<file path="config.mk">
export PLATFORM = sky130hd
export DESIGN_NAME = joy_db15_tx
export DESIGN_NICKNAME = d
export VERILOG_FILES = /design/src/rtl/joy_db15_tx.sv
export SDC_FILE = /design/constraint.sdc
export NUM_CORES = 1
export LEC_CHECK = 0
export ABC_AREA = 1
export BUFFER_PORTS_ARGS = -buffer_cell sky130_fd_sc_hd__buf_2
export CELL_PAD_IN_SITES_DETAIL_PLACEMENT = 1
export CELL_PAD_IN_SITES_GLOBAL_PLACEMENT = 2
export CORE_MARGIN = 4
export CORE_UTILIZATION = 36
export DETAILED_ROUTE_END_ITERATION = 8
export PLACE_DENSITY_LB_ADDON = 0.1
export SLEW_MARGIN = 0
export SYNTH_ARGS = -nofsm -noshare
export SYNTH_HDL_FRONTEND = slang
export SYNTH_SLANG_ARGS = --single-unit
</file>
<file path="constraint.sdc">
create_clock -name clk -period 3.4 [get_ports clk]
set_input_delay 0.68 -clock clk [delete_from_list [all_inputs] [get_ports clk]]
set_output_delay 0.68 -clock clk [all_outputs]
set_load 0.01 [all_outputs]
</file>
<file path="src/rtl/joy_db15_tx.sv">
// -----------------------------------------------------------------------------
// joy_db15_tx
// Serial joystick transmitter for a DB15 arcade link. The external master
// parallel-loads both players' buttons with JOY_LOAD (active-low) and then
// clocks them out one bit per rising JOY_CLK edge. Player 1 bit 0 goes out
// first and player 2 bit 11 goes out last. JOY_DATA is active-low: a pressed
// button is sent as 0. A watchdog declares the link lost when no load strobe
// arrives for TIMEOUT_CYC cycles. While the link is lost the line idles high.
//
// Ports
//   clk         system clock (40-50 MHz). Every register updates on its rising edge.
//   reset       asynchronous active-high reset
//   joystick1   player-1 buttons, active-high, bit order LS FEDCBAUDLR
//   joystick2   player-2 buttons, same format as joystick1
//   JOY_LOAD    master load strobe, active-low, asynchronous to clk
//   JOY_CLK     master shift clock, asynchronous to clk; shifts on its rising edge
//   JOY_DATA    registered serial data to the master, active-low per button
//   frame_done  one-cycle pulse when the last bit of a frame has been shifted
//   link_ok     high while load strobes keep arriving within TIMEOUT_CYC
//   bit_cnt     shift edges accepted since the last load, saturating at FRAME_BITS
// -----------------------------------------------------------------------------
module joy_db15_tx #(
    parameter int FRAME_BITS  = 24,
    parameter int TIMEOUT_CYC = 1_000_000
) (
    input  logic        clk,
    input  logic        reset,
    input  logic [11:0] joystick1,
    input  logic [11:0] joystick2,
    input  logic        JOY_LOAD,
    input  logic        JOY_CLK,
    output logic        JOY_DATA,
    output logic        frame_done,
    output logic        link_ok,
    output logic [4:0]  bit_cnt
);

    localparam int              WD_W     = $clog2(TIMEOUT_CYC + 1);
    localparam logic [WD_W-1:0] WD_MAX   = WD_W'(TIMEOUT_CYC);
    localparam logic [4:0]      CNT_MAX  = 5'(FRAME_BITS);
    localparam logic [4:0]      CNT_LAST = 5'(FRAME_BITS - 1);

    // Synchronizers and edge-detect history. All of them reset high, so the
    // first clocks after reset cannot look like a load or a shift edge.
    logic [1:0]            load_sync_reg;
    logic [1:0]            clk_sync_reg;
    logic                  load_prev_reg;
    logic                  clk_prev_reg;

    logic [FRAME_BITS-1:0] shift_reg,      shift_next;
    logic [4:0]            bit_cnt_reg,    bit_cnt_next;
    logic                  frame_done_reg, frame_done_next;
    logic                  data_reg,       data_next;
    logic [WD_W-1:0]       wd_reg,         wd_next;

    logic load_active;
    logic load_fall;
    logic shift_strobe;
    logic cnt_full;
    logic link_ok_int;

    assign load_active  = ~load_sync_reg[1];
    assign load_fall    = load_prev_reg & ~load_sync_reg[1];
    assign shift_strobe = clk_sync_reg[1] & ~clk_prev_reg;
    assign cnt_full     = (bit_cnt_reg == CNT_MAX);
    assign link_ok_int  = (wd_reg != WD_MAX);

    always_ff @(posedge clk or posedge reset) begin
        if (reset) begin
            load_sync_reg  <= 2'b11;
            clk_sync_reg   <= 2'b11;
            load_prev_reg  <= 1'b1;
            clk_prev_reg   <= 1'b1;
            shift_reg      <= '0;
            bit_cnt_reg    <= CNT_MAX;
            frame_done_reg <= 1'b0;
            data_reg       <= 1'b1;
            wd_reg         <= WD_MAX;
        end else begin
            load_sync_reg  <= {load_sync_reg[0], JOY_LOAD};
            clk_sync_reg   <= {clk_sync_reg[0], JOY_CLK};
            load_prev_reg  <= load_sync_reg[1];
            clk_prev_reg   <= clk_sync_reg[1];
            shift_reg      <= shift_next;
            bit_cnt_reg    <= bit_cnt_next;
            frame_done_reg <= frame_done_next;
            data_reg       <= data_next;
            wd_reg         <= wd_next;
        end
    end

    always_comb begin
        shift_next      = shift_reg;
        bit_cnt_next    = bit_cnt_reg;
        frame_done_next = 1'b0;

        if (load_active) begin
            // Load has priority. A shift edge that arrives on the same cycle is
            // consumed here and dropped, so bit 0 is never skipped.
            shift_next   = FRAME_BITS'({joystick2, joystick1});
            bit_cnt_next = '0;
        end else if (shift_strobe && !cnt_full) begin
            shift_next      = {1'b0, shift_reg[FRAME_BITS-1:1]};
            bit_cnt_next    = bit_cnt_reg + 5'd1;
            frame_done_next = (bit_cnt_reg == CNT_LAST);
        end

        // The counter clears only on a load falling edge. A load held low
        // still lets the counter advance.
        if (load_fall)
            wd_next = '0;
        else if (link_ok_int)
            wd_next = wd_reg + WD_W'(1);
        else
            wd_next = wd_reg;

        // Drive the line high (idle) when the link is lost or the frame has
        // been fully sent.
        data_next = (link_ok_int && !cnt_full) ? ~shift_reg[0] : 1'b1;
    end

    assign JOY_DATA   = data_reg;
    assign frame_done = frame_done_reg;
    assign link_ok    = link_ok_int;
    assign bit_cnt    = bit_cnt_reg;

endmodule

</file>
Word-level counts from Yosys, hierarchy flattened
Cells that the tools add are included.
- flip-flop bits (word level): 57
- input port bits: 28
- output and inout bits: 8
- logic and storage cells: 33
- add/subtract/negate cells: 2
- equality and inequality tests: 4
- multiplexer cells: 9
- bitwise gates (word level): 5
- reduce and logical (&&, ||, !) cells: 4
- operators by type and width (cell ; number):
    $mux W24 ; 2
    $mux W20 ; 2
    $add A20 B1 Y20 const B ; 1
    $ne A20 B20 Y1 const B ; 1
    $eq A5 B5 Y1 const B ; 2
    $mux W5 ; 2
    $add A5 B1 Y5 const B ; 1
    $mux W1 ; 3
    $not A1 Y1 ; 3
    $and A1 B1 Y1 ; 2
    $logic_and A1 B1 Y1 ; 2
    $ne A2 B1 Y1 const B ; 1
    $reduce_bool A2 Y1 ; 1
    $logic_not A1 Y1 ; 1

Logic depth before layout (Yosys ltp)
Gate-level depths: netlist of the first run.
- depth in word-level cells: 5
- mapped depth: 9
- depth with buffers taken out: 8

Worst setup path after synthesis of the first run
No wires, ideal clock.
- kind: reg-to-output
- start point: register wd_reg[6]
- end point: output link_ok
- arrival time: 1.062 ns
- data required time: 2.720 ns
- path slack: 1.658 ns
- cell stages (with the launch flop): 6
- path buffers: 0
- cell sequence: dfstp_2 inv_1 nor2_1 nand2_1 nor4_1 nand4_1
- word-level cells in the longest chain between the ends: 1
- RTL lines (element ; line ; source):
    from (decl) ; 54 ; logic [WD_W-1:0] wd_reg, wd_next;
    from (signal assigned) ; 88 ; wd_reg <= wd_next;
    $ne A20 B20 Y1 ; 66 ; assign link_ok_int = (wd_reg != WD_MAX);
    to (decl) ; 34 ; output logic link_ok,
Every way passes these cells.

Worst setup path in the final report of the first run
Same ends and word-level chain as after synthesis.

==> results.rst, run 1 <==
.. list-table::
   :header-rows: 1

   * - Metric
     - Value
   * - Result of the run
     - finished clean
   * - Average detailed-routed wire length per instance
     - 13.51 um
   * - Seq/Total Area, Yosys
     - 0.4905
   * - H-tree depth
     - 3
   * - Maximum number of pins on one net before global-route repair
     - a little under 50
   * - Instance count after placement with tap cells included
     - 500
   * - Actual slew at the worst max-slew pin
     - 0.6033 ns
   * - Cell class contributing the biggest share of worst-path delay
     - flip-flops
   * - TritonCTS clock tree
     - done
   * - Placer's final routability congestion estimate
     - 0.7701
   * - Diodes inserted
     - 0
   * - Max Buffers Root-to-Sink
     - 2
   * - Switching pwr
     - 0.4418 mW
   * - Core box area
     - 7848 um^2
   * - Detailed-router iteration count before antenna repair
     - 4
   * - Adder-Cell Fraction of Synth Area
     - 0.01697
   * - Met1 GRT Util
     - 0.2083
   * - Syn nets
     - 405
   * - Overall power after layout
     - 1.524 mW
   * - Floorplan die width
     - 98.51 um
   * - Number of global-route vias before repair
     - ~2,700
   * - Layer carrying the most global-route usage
     - met2
   * - Register cell area after layout
     - 1446 um^2
   * - Via Count
     - 2,456
   * - Buffers inserted during post-CTS setup optimization
     - 0
   * - Final std cells w/o fill
     - 516
   * - Final core utilization
     - 0.4273
   * - Post-Syn Area per Cell
     - 7.906 um^2
   * - Unique masters post-synth
     - 31
   * - Via density per instance
     - 4.760
   * - Setup skew after layout
     - ~0.0087 ns
   * - I/O pin cnt
     - 36
   * - Kind of end point of the critical path
     - output pin
   * - Clock buffer count from CTS
     - 9
   * - Peak supply drop
     - between 150 and 200 uV
   * - Post-Route Setup TNS
     - 0 ns
   * - Synth Area in Simple Gates
     - 0.2787
   * - Non-Filler Cell Area, Final
     - 3353 um^2
   * - Number of max-cap violations
     - 0
   * - Share of power burned in the clock network
     - 0.344
   * - Delay of the slowest critical-path stage
     - 0.54 ns
   * - Number of standard-cell rows in the floorplan
     - 32
   * - Post-synthesis compound-gate area fraction
     - 0.1065
   * - Synth warnings
     - 0
   * - Worst relative slew slack
     - 0.5972
   * - Detailed-route DRC error count
     - 0
   * - Total wire length after detailed routing
     - 6970 um
   * - Port-buffer cells
     - 35
   * - R2R Path Start
     - load_sync_reg[1]
   * - Worst Hold Path Cells
     - 0
   * - Master of the slowest instance on the critical path
     - sky130_fd_sc_hd__dfstp_2
   * - Fraction of power consumed by sequential logic
     - 0.518
   * - Clock Tree Root
     - sky130_fd_sc_hd__clkbuf_8
   * - Dominant combinational cell family by area after synthesis
     - simple AND/OR/NAND/NOR gates
   * - Area growth from synthesis to layout
     - 13.70%
   * - Half-perimeter wire length of the detailed placement result
     - 5027 um
   * - Hold Buf Count CTS
     - 0
   * - Post-CTS clock slew at the launch and capture registers of the worst setup and hold paths
     - 0.07 ns
   * - Maximum frequency from static timing analysis
     - 0.4393 GHz
   * - Final ANT Viol Nets
     - 0
   * - Destination of the worst register-to-register timing path
     - wd_reg[9]
   * - Async S/R FF share, synth
     - 1.000
   * - Switch share
     - 0.2898
   * - Xor-xnor portion of the synthesized cell area
     - 0.01782
   * - Placed Instance Area
     - 3198 um^2
   * - Critical-path cell list
     - inv_1, nor2_1, nand2_1, nor4_1, nand4_1, buf_2
   * - Remaining global-route overflow
     - 0
   * - Maximum fanout encountered on the critical timing path
     - 3
   * - Fill cell instance count of the final layout
     - 1,008
   * - Net count of the finished layout
     - 441
   * - Number of gates given a new drive strength after cts
     - 0
   * - Leak pwr
     - 1.561 nW
   * - Flop-to-flop setup slack
     - 1.51 ns
   * - Total of flip-flops plus latches after synthesis
     - 57
   * - Internal power of the cells
     - 1.083 mW
   * - Count of final max-slew check failures
     - 0
   * - Mapped Cells
     - 373
   * - Area taken by multi-input logic gates
     - 1249 um^2
   * - Portion of the clock cycle consumed by the worst path in the final layout
     - 0.6696
   * - Class of the tightest hold or removal check
     - reg -> reg
   * - Hold violation count in the final report
     - 0
   * - Share of layout cells above drive strength 1
     - 0.1932
   * - Worst slack at placement
     - approximately 1.5 ns
   * - Aggregate global-route resource usage
     - 0.1554
   * - Initial standard-cell utilization of the core
     - 0.3758
   * - Hold Crit Endpoint
     - clk_sync_reg[1]
   * - Combinational power share
     - 0.138
   * - Reg2Reg Depth
     - 4
   * - Number of setup violations in the final report
     - 0
   * - Min Hold Slack
     - 0.3555 ns
   * - First-pass GRT wire length
     - between 10,000 and 15,000 um
   * - Combined area of all synthesized cells
     - 2949 um^2
   * - Setup Crit Path Kind
     - reg -> out
   * - Number of enable-type register cells in the synthesized netlist
     - 0
   * - Number of antenna violations at the first check in global routing
     - 0
   * - 1st-iter DRT viols
     - 67
   * - Total die area
     - 9704 um^2
   * - Launch point of the worst hold path
     - clk_sync_reg[0]
   * - Crit path setup slack, layout
     - approximately 1.1 ns
   * - Top FF cell, synth
     - sky130_fd_sc_hd__dfrtp_1
   * - Critical Path RT
     - 2.72 ns
   * - Die Ht
     - 98.51 um
   * - Signal arrival time at the worst endpoint
     - ~1.6 ns
   * - Flip-flop count of the largest register after layout
     - 24
   * - Multiplexer share of the synthesized area
     - 0.003394
   * - Sum of buffers and inverters on the critical path
     - 2
   * - Shortest period the worst path allows
     - 2.277 ns
   * - CP Launch Type
     - flip-flop
   * - Source-to-sink clock delay at the later pin of the worst-skew pair
     - 0.32 ns
   * - RSZ-0062 raised after global routing
     - false
   * - M3 GR Usage
     - 0.03539
   * - Power Density
     - 454.6 nW/um^2
   * - Clock sink count
     - 57
   * - Met2 Usage GRT
     - 0.2559
## cells in the mapped netlist (2+ instances only)
cell | instances | share of area
sky130_fd_sc_hd__nand2_1 | 103 | 0.13
sky130_fd_sc_hd__inv_1 | 45 | 0.057
sky130_fd_sc_hd__nor2_1 | 45 | 0.057
sky130_fd_sc_hd__dfrtp_1 | 41 | 0.35
sky130_fd_sc_hd__o21ai_0 | 25 | 0.042
sky130_fd_sc_hd__nand3_1 | 18 | 0.031
sky130_fd_sc_hd__o21ai_1 | 17 | 0.029
sky130_fd_sc_hd__dfstp_2 | 16 | 0.14
sky130_fd_sc_hd__a21oi_1 | 10 | 0.017
sky130_fd_sc_hd__nand4_1 | 7 | 0.015
sky130_fd_sc_hd__xor2_1 | 6 | 0.018
sky130_fd_sc_hd__buf_2 | 5 | 0.0085
sky130_fd_sc_hd__nor3_1 | 5 | 0.0085
sky130_fd_sc_hd__ha_1 | 4 | 0.017
sky130_fd_sc_hd__buf_6 | 3 | 0.011
sky130_fd_sc_hd__nand3_2 | 3 | 0.010
sky130_fd_sc_hd__o21ai_2 | 3 | 0.0089
sky130_fd_sc_hd__buf_4 | 2 | 0.0051
sky130_fd_sc_hd__clkbuf_1 | 2 | 0.0025
sky130_fd_sc_hd__o22ai_1 | 2 | 0.0042
## worst reg2reg max path, delay by kind of cell, from the launching register on
kind	cells	cell delay, ns
AND/OR/NAND/NOR	2	0.68
buffers and inverters	2	0.37
flip-flops	1	0.77
## area by class of cell
cell class                      instances  area share
Sequential cell                        57      0.4313
Multi-Input combinational cell        258      0.3724
Timing Repair Buffer                   37     0.06045
Inverter                               46     0.05149
Clock buffer                           12     0.04030
Tap cell                              102     0.03806
Clock inverter                          4    0.005970
## placed cells by master, fill, tap and decap left out
cell and count:
sky130_fd_sc_hd__buf_12 1, sky130_fd_sc_hd__dfstp_2 16, sky130_fd_sc_hd__o21ai_0 25, sky130_fd_sc_hd__inv_1 44, sky130_fd_sc_hd__o21ai_2 3, sky130_fd_sc_hd__o22ai_1 2, sky130_fd_sc_hd__nand2_4 1, sky130_fd_sc_hd__clkbuf_8 9
sky130_fd_sc_hd__mux2i_1 1, sky130_fd_sc_hd__clkbuf_1 3, sky130_fd_sc_hd__nor4_1 1, sky130_fd_sc_hd__nand4_2 1, sky130_fd_sc_hd__buf_4 1, sky130_fd_sc_hd__nor2_2 1, sky130_fd_sc_hd__o21bai_1 1, sky130_fd_sc_hd__o21ai_1 17
sky130_fd_sc_hd__nand3_4 1, sky130_fd_sc_hd__nand4_1 7, sky130_fd_sc_hd__nand3_1 18, sky130_fd_sc_hd__nand3_2 3, sky130_fd_sc_hd__dfrtp_1 41, sky130_fd_sc_hd__a21oi_1 10, sky130_fd_sc_hd__nand2_1 103, sky130_fd_sc_hd__o211ai_1 1
sky130_fd_sc_hd__nor2_4 1, sky130_fd_sc_hd__nor2_1 45, sky130_fd_sc_hd__inv_2 2, sky130_fd_sc_hd__nor3b_2 1, sky130_fd_sc_hd__nor3_1 5, sky130_fd_sc_hd__buf_2 35, sky130_fd_sc_hd__ha_1 4, sky130_fd_sc_hd__xor2_1 6
sky130_fd_sc_hd__clkinv_2 4
## logic make-up after synthesis
family          Yosys count
xor+xnor                  6
simple gates            188
flops                    57
fa+ha+maj                 4
mux                       1
compound gates           59
buf+inv                  58
## per-layer routing
metal	part of all wire	wire, um	vias to the layer above
li1	-	-	1262
met1	0.49	3394	1164
met2	0.48	3335	24
met3	0.025	176	6
met4	0.0090	63	0
met5	0	0	-
## worst max path at each step
stage | from | end | slack [ns] | cells after the start
floorplan | reset | bit_cnt[0] | 1.35 | 1
global placement | wd_reg[6] | link_ok | 1.51 | 6
detailed placement | wd_reg[6] | link_ok | 1.45 | 6
CTS | wd_reg[6] | link_ok | 1.08 | 6
global route | wd_reg[6] | link_ok | 0.89 | 6
finish | wd_reg[6] | link_ok | 1.12 | 6
## power groups by stage
stage / registers (mW) / clock network, mW / logic, mW
2_1_floorplan: 0.788 / 0 / 0.160
3_3_place_gp: 0.799 / 0 / 0.210
3_5_place_dp: 0.803 / 0 / 0.215
4_1_cts: 0.791 / 0.545 / 0.217
5_1_grt: 0.800 / 0.584 / 0.246
6_report: 0.790 / 0.524 / 0.210
No activity file was read; power rests on OpenSTA's default activity.
==> run 2, diff against run 1 <==
--- a/config.mk
+++ b/config.mk
@@ -5,12 +5,12 @@
 export SDC_FILE = /design/constraint.sdc
 export NUM_CORES = 1
 export LEC_CHECK = 0
-export ABC_AREA = 1
+export ABC_AREA = 0
 export BUFFER_PORTS_ARGS = -buffer_cell sky130_fd_sc_hd__buf_2
 export CELL_PAD_IN_SITES_DETAIL_PLACEMENT = 1
 export CELL_PAD_IN_SITES_GLOBAL_PLACEMENT = 2
 export CORE_MARGIN = 4
-export CORE_UTILIZATION = 36
+export CORE_UTILIZATION = 37
 export DETAILED_ROUTE_END_ITERATION = 8
 export PLACE_DENSITY_LB_ADDON = 0.1
 export SLEW_MARGIN = 0
==> constraint.sdc (replaced) <==
create_clock -name clk -period 2.3 [get_ports clk]
set_input_delay 0.46 -clock clk [delete_from_list [all_inputs] [get_ports clk]]
set_output_delay 0.46 -clock clk [all_outputs]
set_load 0.01 [all_outputs]
==> run 2 against run 1 <==
Effect of this change: first-iteration DRC count grew 9.0%; sequential share of layout area grew 1.3 points; design area shrank 2.8%; register-to-register slack lost 1.0 ns; highest routed layer unchanged; flip-flop and latch count is the same; synthesized cell count shrank 29%; via count shrank 17%.
==> results.rst, run 2 <==
.. list-table::
   :header-rows: 1

   * - Metric
     - Value
   * - Post-CTS clock slew at the launch and capture registers of the worst setup and hold paths
     - 0.07 ns (about the same)
   * - Number of setup violations in the final report
     - 0 (unchanged)
   * - Top FF cell, synth
     - sky130_fd_sc_hd__dfrtp_1 (unchanged)
   * - Area growth from synthesis to layout
     - 18.69% (was 13.70%)
   * - Seq/Total Area, Yosys
     - 0.5269 (was 0.4905)
   * - Clock sink count
     - 57 (unchanged)
   * - Setup skew after layout
     - 0.01120 ns (was 0.008708 ns)
   * - Final core utilization
     - 0.4516 (was 0.4273)
   * - Core box area
     - 7214 um^2 (was 7848 um^2)
   * - R2R Path Start
     - wd_reg[2] (was load_sync_reg[1])
   * - Average detailed-routed wire length per instance
     - 15.07 um (was 13.51 um)
   * - Flip-flop count of the largest register after layout
     - 24 (unchanged)
   * - Commonest non-fill, non-tap cells in the layout
     - 40 x sky130_fd_sc_hd__dfrtp_1, 37 x sky130_fd_sc_hd__nor2_1, 35 x sky130_fd_sc_hd__buf_2 (was 103 x sky130_fd_sc_hd__nand2_1, 45 x sky130_fd_sc_hd__nor2_1, 44 x sky130_fd_sc_hd__inv_1)
   * - Fill cell instance count of the final layout
     - 857 (was 1,008)
   * - Sum of met2 wire segment lengths after detailed routing
     - 2702 um (was 3335 um)
   * - Kind of end point of the critical path
     - output pin (unchanged)
   * - Signal arrival time at the worst endpoint
     - 1.71 ns (was 1.60 ns)
   * - TritonCTS clock tree
     - done (unchanged)
   * - Number of antenna violations at the first check in global routing
     - 0 (unchanged)
   * - Detailed-route DRC error count
     - 0 (unchanged)
   * - Setup Crit Path Kind
     - reg -> out (unchanged)
   * - DR top layer
     - met4 (unchanged)
   * - Destination of the worst register-to-register timing path
     - wd_reg[17] (was wd_reg[9])
   * - Hold violation count in the final report
     - 0 (unchanged)
   * - Placed Instance Area
     - 3020 um^2 (was 3198 um^2)
   * - Class of the tightest hold or removal check
     - in -> async (was reg -> reg)
   * - First-pass GRT wire length
     - 10,500 um (was 12,430 um)
   * - RSZ-0062 raised after global routing
     - false (unchanged)
   * - Actual slew at the worst max-slew pin
     - 0.5231 ns (was 0.6033 ns)
   * - Power Density
     - 728.4 nW/um^2 (was 454.6 nW/um^2)
   * - Source-to-sink clock delay at the later pin of the worst-skew pair
     - 0.33 ns (was 0.32 ns)
   * - Portion of the clock cycle consumed by the worst path in the final layout
     - 0.9416
   * - Aggregate global-route resource usage
     - 0.1539 (was 0.1554)
   * - Share of layout cells above drive strength 1
     - 0.2712 (was 0.1932)
   * - Die Ht
     - 94.14 um (was 98.51 um)
   * - Net count of the finished layout
     - 333 (was 441)
   * - Routed length on met1
     - 3116 um (was 3394 um)
   * - Number of max-cap violations
     - 0 (unchanged)
   * - Dominant cells by area after synthesis
     - sky130_fd_sc_hd__dfrtp_1 37%, sky130_fd_sc_hd__dfstp_2 15%, sky130_fd_sc_hd__mux2i_1 8.8% (was sky130_fd_sc_hd__dfrtp_1 35%, sky130_fd_sc_hd__dfstp_2 14%, sky130_fd_sc_hd__nand2_1 13%)
   * - Floorplan die width
     - 94.14 um (was 98.51 um)
   * - Remaining global-route overflow
     - 0 (unchanged)
   * - Met3 Routed Length
     - 173 um (was 176 um)
   * - Final ANT Viol Nets
     - 0 (unchanged)
   * - Most common cell in the synthesized netlist
     - sky130_fd_sc_hd__dfrtp_1 (was sky130_fd_sc_hd__nand2_1)
   * - Total wire length after detailed routing
     - 6104 um (was 6970 um)
   * - Delay of the slowest critical-path stage
     - 0.46 ns (was 0.54 ns)
   * - Maximum fanout encountered on the critical timing path
     - 5 (was 3)
   * - Maximum number of pins on one net before global-route repair
     - 56 (was 49)
   * - I/O pin cnt
     - 36 (unchanged)
   * - Critical-path cell list
     - nor4_4, and4_4, nand4_1, buf_2 (was inv_1, nor2_1, nand2_1, nor4_1, nand4_1, buf_2)
   * - Total die area
     - 8861 um^2 (was 9704 um^2)
   * - Syn nets
     - 297 (was 405)
   * - Number of global-route vias before repair
     - 2,136 (was 2,651)
   * - Via density per instance
     - 5.049 (was 4.760)
   * - Most common cell after layout, fill and taps aside
     - sky130_fd_sc_hd__dfrtp_1 (was sky130_fd_sc_hd__nand2_1)
   * - 1st-iter DRT viols
     - 73 (was 67)
   * - Cell type with the highest aggregate area in the netlist
     - sky130_fd_sc_hd__dfrtp_1 (unchanged)
   * - Shortest period the worst path allows
     - ~2.2 ns
   * - Master of the slowest instance on the critical path
     - sky130_fd_sc_hd__dfrtp_2 (was sky130_fd_sc_hd__dfstp_2)
   * - Combined area of all synthesized cells
     - 2745 um^2 (was 2949 um^2)
   * - Post-Syn Area per Cell
     - 10.36 um^2 (was 7.906 um^2)
   * - Number of enable-type register cells in the synthesized netlist
     - 0 (unchanged)
   * - Post-Route Setup TNS
     - 0 ns (unchanged)
   * - Top cell types by occurrence after synthesis
     - 41 x sky130_fd_sc_hd__dfrtp_1, 37 x sky130_fd_sc_hd__nor2_1, 30 x sky130_fd_sc_hd__a21oi_1, 24 x sky130_fd_sc_hd__mux2i_1, 16 x sky130_fd_sc_hd__dfstp_2 (was 103 x sky130_fd_sc_hd__nand2_1, 45 x sky130_fd_sc_hd__inv_1, 45 x sky130_fd_sc_hd__nor2_1, 41 x sky130_fd_sc_hd__dfrtp_1, 25 x sky130_fd_sc_hd__o21ai_0)
   * - Initial standard-cell utilization of the core
     - 0.3805 (was 0.3758)
   * - Mapped Cells
     - 265 (was 373)
   * - Peak supply drop
     - 250.7 uV (was 157.5 uV)
   * - Number of standard-cell rows in the floorplan
     - 31 (was 32)
   * - Placer's final routability congestion estimate
     - 0.7606 (was 0.7701)
   * - Clock buffer count from CTS
     - 9 (unchanged)
   * - Max Buffers Root-to-Sink
     - 2 (unchanged)
   * - Leak pwr
     - 1.471 nW (was 1.561 nW)
   * - Diodes inserted
     - 0 (unchanged)
   * - Flop-to-flop setup slack
     - 0.51 ns (was 1.51 ns)
   * - Register cell area after layout
     - 1448 um^2 (was 1446 um^2)
   * - Via Count
     - 2,045 (was 2,456)
   * - Count of final max-slew check failures
     - 0 (unchanged)
   * - Detailed-router iteration count before antenna repair
     - 4 (unchanged)
   * - Half-perimeter wire length of the detailed placement result
     - 4157 um (was 5027 um)
   * - H-tree depth
     - 3 (unchanged)
   * - Critical Path RT
     - 1.84 ns (was 2.72 ns)
   * - Async S/R FF share, synth
     - 1.000 (unchanged)
   * - Area taken by multi-input logic gates
     - 1236 um^2 (was 1249 um^2)
   * - Synth warnings
     - 0 (unchanged)
   * - Clock Tree Root
     - sky130_fd_sc_hd__clkbuf_8 (unchanged)
   * - CP Launch Type
     - flip-flop (unchanged)
   * - Non-Filler Cell Area, Final
     - 3258 um^2 (was 3353 um^2)
   * - Total of flip-flops plus latches after synthesis
     - 57 (unchanged)
   * - Reg2Reg Depth
     - 4 (unchanged)
   * - Hold Buf Count CTS
     - 0 (unchanged)
   * - Worst relative slew slack
     - 0.6507 (was 0.5972)
   * - Overall power after layout
     - 2.373 mW (was 1.524 mW)
   * - Min Hold Slack
     - 0.1562 ns (was 0.3555 ns)
   * - Port-buffer cells
     - 35 (unchanged)
   * - Maximum frequency from static timing analysis
     - between 0.4 and 0.5 GHz
   * - Area fraction of the dominant cell type after synthesis
     - 0.3737 (was 0.3479)
   * - Result of the run
     - finished clean (unchanged)
   * - Unique masters post-synth
     - 40 (was 31)
==> run 2: changes by cell type in the layout (fill, tap and decap cells not counted), sizes merged, moves of 10 or more <==
cell / previous run / this run
nand2: 104 / 11
o21ai: 45 / 6
inv: 46 / 8
mux2i: 1 / 24
a21oi: 10 / 30
nor2: 47 / 37
==> run 2: kinds of logic (layout without fill, tap and decap cells) <==
| logic type | after synthesis | after routing | share of synthesized area |
|---|---|---|---|
| flops | 57 | 57 | 0.5269 |
| simple gates | 101 | 101 | 0.1969 |
| buf+inv | 21 | 62 | 0.03692 |
| fa+ha+maj | 4 | 4 | 0.01823 |
| xor+xnor | 13 | 13 | 0.04148 |
| mux | 24 | 24 | 0.08751 |
| compound gates | 45 | 45 | 0.09207 |
==> run 2: stage by stage <==
step | std cells | setup WS, ns
after floorplan | 265 | 0.4668
after global routing | 405 | 0.02138
after CTS | 405 | 0.04892
final | 405 | 0.1343
after global placement | 389 | 0.3818
after detailed placement | 389 | 0.3304
==> run 2: worst max-delay path by stage <==
stage | from | end | slack [ns] | cells past startpoint
final | wd_reg[4] | link_ok | 0.13 | 4
after CTS | wd_reg[4] | link_ok | 0.05 | 4
after global routing | wd_reg[4] | link_ok | 0.02 | 4
after global placement | wd_reg[4] | link_ok | 0.38 | 4
after floorplan | reset | bit_cnt[0] | 0.47 | 1
after detailed placement | wd_reg[0] | link_ok | 0.33 | 5
==> run 2: cell type report <==
class	count	area share
Tap cell	99	0.03802
Clock buffer	11	0.04339
Timing Repair Buffer	38	0.06836
Inverter	8	0.009217
Sequential cell	57	0.4443
Multi-Input combinational cell	187	0.3794
Clock inverter	5	0.01728
==> run 2: where the power goes <==
group | internal (mW) | switching [mW] | total, mW
combinational | 0.117 | 0.144 | 0.261
clock | 0.528 | 0.420 | 0.949
sequential | 1.09 | 0.0774 | 1.16
==> run 2: repair_timing <==
item / CTS / global route
gates cloned: 0 / 0
gates resized for setup: 3 / 5
buffers inserted: 0 / 0
endpoints found under the setup margin: 1 / 1
hold endpoints to repair: 0 / 0
==> run 2: worst max-delay path: cells and delay by family, from the launching register on <==
kind / cells / cell delay (ns)
buffers and inverters: 1 / 0.19
DFF: 1 / 0.46
and+or+nand+nor: 3 / 0.73
==> run 2: layer usage <==
metal / GRT usage / vias to the layer above
met3: 0.03285 / 9
met2: 0.2271 / 34
met4: 0.07220 / 0
met1: 0.2143 / 989
li1: - / 1013
met5: 0 / -
